--- src/rtl/iob_cache_line_fill.sv ---
// Miss-side line-fill controller: latches the victim way, bursts one line from the
// back-end into that way's data memory, then commits tag/valid and updates the policy.
module iob_cache_line_fill #(
    parameter int N_WAYS        = 8,
    parameter int NWAYS_W       = $clog2(N_WAYS),
    parameter int NLINES_W      = 7,
    parameter int TAG_W         = 20,
    parameter int WORD_OFFSET_W = 3,
    parameter int DATA_W        = 32,
    parameter int ADDR_W        = TAG_W + NLINES_W + WORD_OFFSET_W
) (
    input  logic                              clk_i,
    input  logic                              reset,
    input  logic                              miss_i,
    input  logic [ADDR_W-1:0]                 miss_addr_i,
    input  logic [N_WAYS-1:0]                 way_select_i,
    input  logic [NWAYS_W-1:0]                way_select_bin_i,
    output logic                              be_req_o,
    output logic [ADDR_W-1:0]                 be_addr_o,
    input  logic                              be_ready_i,
    input  logic                              be_rvalid_i,
    input  logic [DATA_W-1:0]                 be_rdata_i,
    output logic [N_WAYS-1:0]                 data_we_o,
    output logic [NLINES_W+WORD_OFFSET_W-1:0] data_addr_o,
    output logic [DATA_W-1:0]                 data_wdata_o,
    output logic [N_WAYS-1:0]                 tag_we_o,
    output logic [TAG_W-1:0]                  tag_o,
    output logic                              repl_we_o,
    output logic [N_WAYS-1:0]                 repl_way_hit_o,
    output logic [NLINES_W-1:0]               repl_line_o,
    output logic [NWAYS_W-1:0]                way_bin_o,
    output logic                              busy_o,
    output logic                              fill_done_o,
    output logic [1:0]                        state_o
);

    // Handshakes: a back-end request is accepted on the edge where be_req_o & be_ready_i;
    // a read beat is consumed on any edge in FILL where be_rvalid_i is high (no back-pressure).
    typedef enum logic [1:0] {
        IDLE   = 2'd0,
        REQ    = 2'd1,
        FILL   = 2'd2,
        COMMIT = 2'd3
    } state_t;

    state_t                     state, state_nx;
    logic [TAG_W-1:0]           tag_q;
    logic [NLINES_W-1:0]        line_q;
    logic [N_WAYS-1:0]          way_q;
    logic [NWAYS_W-1:0]         way_bin_q;
    logic [WORD_OFFSET_W-1:0]   cnt;
    logic                       busy_q;

    always_ff @(posedge clk_i or posedge reset) begin
        if (reset) begin
            state     <= IDLE;
            tag_q     <= '0;
            line_q    <= '0;
            way_q     <= '0;
            way_bin_q <= '0;
            cnt       <= '0;
            busy_q    <= 1'b0;
        end else begin
            state  <= state_nx;
            busy_q <= (state_nx != IDLE);
            if (state == IDLE && miss_i) begin
                tag_q     <= miss_addr_i[ADDR_W-1 -: TAG_W];
                line_q    <= miss_addr_i[WORD_OFFSET_W +: NLINES_W];
                way_q     <= way_select_i;
                way_bin_q <= way_select_bin_i;
            end
            // Counter wraps to zero on the last beat, so it is ready for the next fill.
            if (state == REQ && be_ready_i) begin
                cnt <= '0;
            end else if (state == FILL && be_rvalid_i) begin
                cnt <= cnt + 1'b1;
            end
        end
    end

    always_comb begin
        state_nx       = state;
        be_req_o       = 1'b0;
        data_we_o      = '0;
        tag_we_o       = '0;
        repl_we_o      = 1'b0;
        repl_way_hit_o = '0;
        fill_done_o    = 1'b0;
        case (state)
            IDLE: begin
                if (miss_i) state_nx = REQ;
            end
            REQ: begin
                be_req_o = 1'b1;
                if (be_ready_i) state_nx = FILL;
            end
            FILL: begin
                data_we_o = way_q & {N_WAYS{be_rvalid_i}};
                if (be_rvalid_i && cnt == {WORD_OFFSET_W{1'b1}}) state_nx = COMMIT;
            end
            COMMIT: begin
                tag_we_o       = way_q;
                repl_we_o      = 1'b1;
                repl_way_hit_o = way_q;
                fill_done_o    = 1'b1;
                state_nx       = IDLE;
            end
            default: state_nx = IDLE;
        endcase
    end

    assign be_addr_o    = {tag_q, line_q, {WORD_OFFSET_W{1'b0}}};
    assign data_addr_o  = {line_q, cnt};
    assign data_wdata_o = be_rdata_i;
    assign tag_o        = tag_q;
    assign repl_line_o  = line_q;
    assign way_bin_o    = way_bin_q;
    assign busy_o       = busy_q;
    assign state_o      = state;

endmodule

--- config.mk ---
export PLATFORM = sky130hd
export DESIGN_NAME = iob_cache_line_fill
export DESIGN_NICKNAME = d
export VERILOG_FILES = /design/src/rtl/iob_cache_line_fill.sv
export SDC_FILE = /design/constraint.sdc
export NUM_CORES = 1
export LEC_CHECK = 0
export ABC_CLOCK_PERIOD_IN_PS = 3700
export BUFFER_PORTS_ARGS = -buffer_cell sky130_fd_sc_hd__clkbuf_2
export CAP_MARGIN = 0
export CORE_ASPECT_RATIO = 0.75
export CORE_MARGIN = 2
export CORE_UTILIZATION = 42
export DETAILED_ROUTE_END_ITERATION = 6
export MAX_ROUTING_LAYER = met4
export PLACE_DENSITY_LB_ADDON = 0.2
export REMOVE_ABC_BUFFERS = 1
export SYNTH_ARGS = -nofsm -noshare
export SYNTH_HDL_FRONTEND = slang
export SYNTH_SLANG_ARGS = --single-unit
export TNS_END_PERCENT = 100
--- constraint.sdc ---
create_clock -name clk_i -period 3.7 [get_ports clk_i]
set_input_delay 0.74 -clock clk_i [delete_from_list [all_inputs] [get_ports clk_i]]
set_output_delay 0.74 -clock clk_i [all_outputs]
set_load 0.005 [all_outputs]
==> results.json <==
{
  "tritoncts": "done",
  "dpl_cell_area_um2": 2688,
  "end_kind": "primary output",
  "yosysMostFrequentCell": "buf_4",
  "core_um2": 5826,
  "fin_crit_ns": 2.812,
  "whs_ns": 0.5138,
  "worstPathArrival_ns": 2.07,
  "grt_max_degree": 45,
  "finalPower_mw": 2.328,
  "holdBufCountCts": 0,
  "p_leak_nw": 1.532,
  "die_w_um": 93.71,
  "cts_root_buf": "clkbuf_8",
  "drc": 0,
  "clk_pin_slew_ns": 0.08,
  "htree_levels": 2,
  "grt_pass1_vias": 1514,
  "grt_pass1_wl_um": 8528,
  "max-vdd-ir-drop_mv": 0.3368,
  "synth_commonest_cells": "buf_4 (79), dfrtp_1 (44), mux2_4 (20)",
  "slew_viol_final": 0,
  "setup_viol": 0,
  "antenna_found_initial": 0,
  "syn_to_final_growth_pct": 9.575,
  "synth-edff-count": 0,
  "status": "finished clean",
  "post_cts_buffers": 0,
  "synth_area_leaders": "dfrtp_1 (43%), buf_4 (23%), mux2_4 (12%)",
  "crit_path_start_kind": "flip-flop",
  "finalHoldViolCount": 0,
  "period_share": 0.7600,
  "clockBufferDepth": 2,
  "async_reset_ff_frac": 1.000,
  "portBuffers": 139,
  "synthesis.area_um2": 2535,
  "netlist_instances": 209,
  "first_pass_iters": 4,
  "initial_utilization": 0.4351,
  "drt_wl_total_um": 5863,
  "ios": 210,
  "power.density_nw_per_um2": 838.3,
  "hold_path.class": "reg2reg",
  "core.rowCount": 24,
  "grt_use_total": 0.1792,
  "dieHeight_um": 71.28,
  "wl_per_cell_um": 16.61,
  "syn_area_per_cell_um2": 12.13,
  "post-route-cell-area_um2": 2778,
  "max_slew_margin": 0.3721,
  "critPathMaxFanout": 20,
  "post-dp-hpwl_um": 4427,
  "finClkSkew_ns": 0.004707,
  "maxCapViolCount": 0,
  "ys_ff_latch": 44,
  "place_congestion": 0.7347,
  "synth_top_area_frac": 0.4344,
  "netlist.top_cell.by_area": "dfrtp_1",
  "synth_ff_type": "dfrtp_1",
  "antenna_left": 0,
  "critPathKind": "reg2out",
  "rsz0062_at_grt": "no",
  "n_antenna_cell": 0,
  "drt_iter0_markers": 42,
  "cts.sink_count": 44,
  "cp.required_ns": 2.96,
  "ys_seq_area_frac": 0.4344,
  "worstMarginPinSlew_ns": 0.9405,
  "yosysWarnings": 0,
  "num_vias": 1647,
  "setup_tns_ns": 0,
  "dieArea_um2": 6679,
  "vias_per_cell": 4.666,
  "ctsResizeCount": 0,
  "clk_latency_ns": 0.29,
  "drive_above_1_share": 0.6800,
  "fin_nets": 354,
  "ys_types": 24,
  "overflow": 0,
  "fmaxAchievable_mhz": 355.6,
  "cts_made_buffers": 5
}
## worst paths after layout
| kind | cells after the start | slack [ns] | endpoint | from |
|---|---|---|---|---|
| max | 4 | 0.89 | data_we_o[2] | state_o[1]$_DFF_PP0_ |
| min | 1 | 0.51 | way_bin_o[0]$_DFFE_PP0P_ | way_bin_o[0]$_DFFE_PP0P_ |
| max reg2reg | 3 | 1.42 | tag_o[1]$_DFFE_PP0P_ | state_o[1]$_DFF_PP0_ |
| min reg2reg | 1 | 0.51 | way_bin_o[0]$_DFFE_PP0P_ | way_bin_o[0]$_DFFE_PP0P_ |
| max in group asynchronous | 2 | 2.47 | tag_o[1]$_DFFE_PP0P_ | reset |
| min in group asynchronous | 2 | 0.64 | tag_o[11]$_DFFE_PP0P_ | reset |
## area by class of cell
cell class	count	area, um^2
fill	552	3048
tap	78	97.59
clock buffer	8	90.09
sequential	44	1101
multi-input combinational	81	774.5
timing repair buffer	141	710.7
inverter	1	3.754
## per-stage QoR
stage	utilization	instances	setup slack (ns)
2_1_floorplan	-	126	1.100
3_3_place_gp	0.4613	345	1.162
3_5_place_dp	0.4613	345	1.162
4_1_cts	0.4768	353	0.8677
5_1_grt	0.4768	353	0.6183
6_report	0.4768	353	0.8881
## sequential cells by signal (all words and copies together), names as in the netlist
signal and flops:
repl_line_o 7, tag_o 20, state_o 2, way_bin_o 3, way_q 8, busy_o 1
cnt 3
## cells in the final DEF (no fill, tap or decap), drive strengths merged
cell type  instances
o2bb2ai            1
clkbuf           147
nor3b              1
and3               8
o21ai              1
mux2              38
nor2b              2
dfrtp             44
and2               9
o22ai              2
mux2i              1
conb               3
nor3               1
nand3b             1
a211oi             1
ha                 2
a21oi              3
buf                2
inv                1
nand2              2
nor2               5
## logic make-up after synthesis
family,synth area share
other,0.001479
and+or+nand+nor,0.06960
adders and majority gates,0.009870
DFF,0.4344
AOI/OAI and AO/OA,0.01925
buffers and inverters,0.2631
muxes,0.2024
## worst max-delay path, cell delays in order (launching register included)
cell	delay, ns
dfrtp_1	0.77
nand2_1	0.11
nor2_1	0.56
and2_1	0.22
clkbuf_2	0.12
## per-layer routing
| layer | global-route usage | vias to the layer above | share of wire |
|---|---|---|---|
| met1 | 0.2712 | 762 | 0.49 |
| met2 | 0.2016 | 143 | 0.36 |
| met4 | 0.03865 | 0 | 0.0060 |
| met3 | 0.09989 | 7 | 0.15 |
| met5 | - | - | 0 |
| li1 | - | 735 | - |
## where the power goes
part	total [mW]	leakage [nW]	internal [mW]	switching [mW]
clock network	0.309	0.0455	0.153	0.156
registers	0.965	0.522	0.724	0.241
logic	1.05	0.964	0.651	0.403
total	2.33	1.53	1.53	0.801
(Power assumes the default switching activity.)
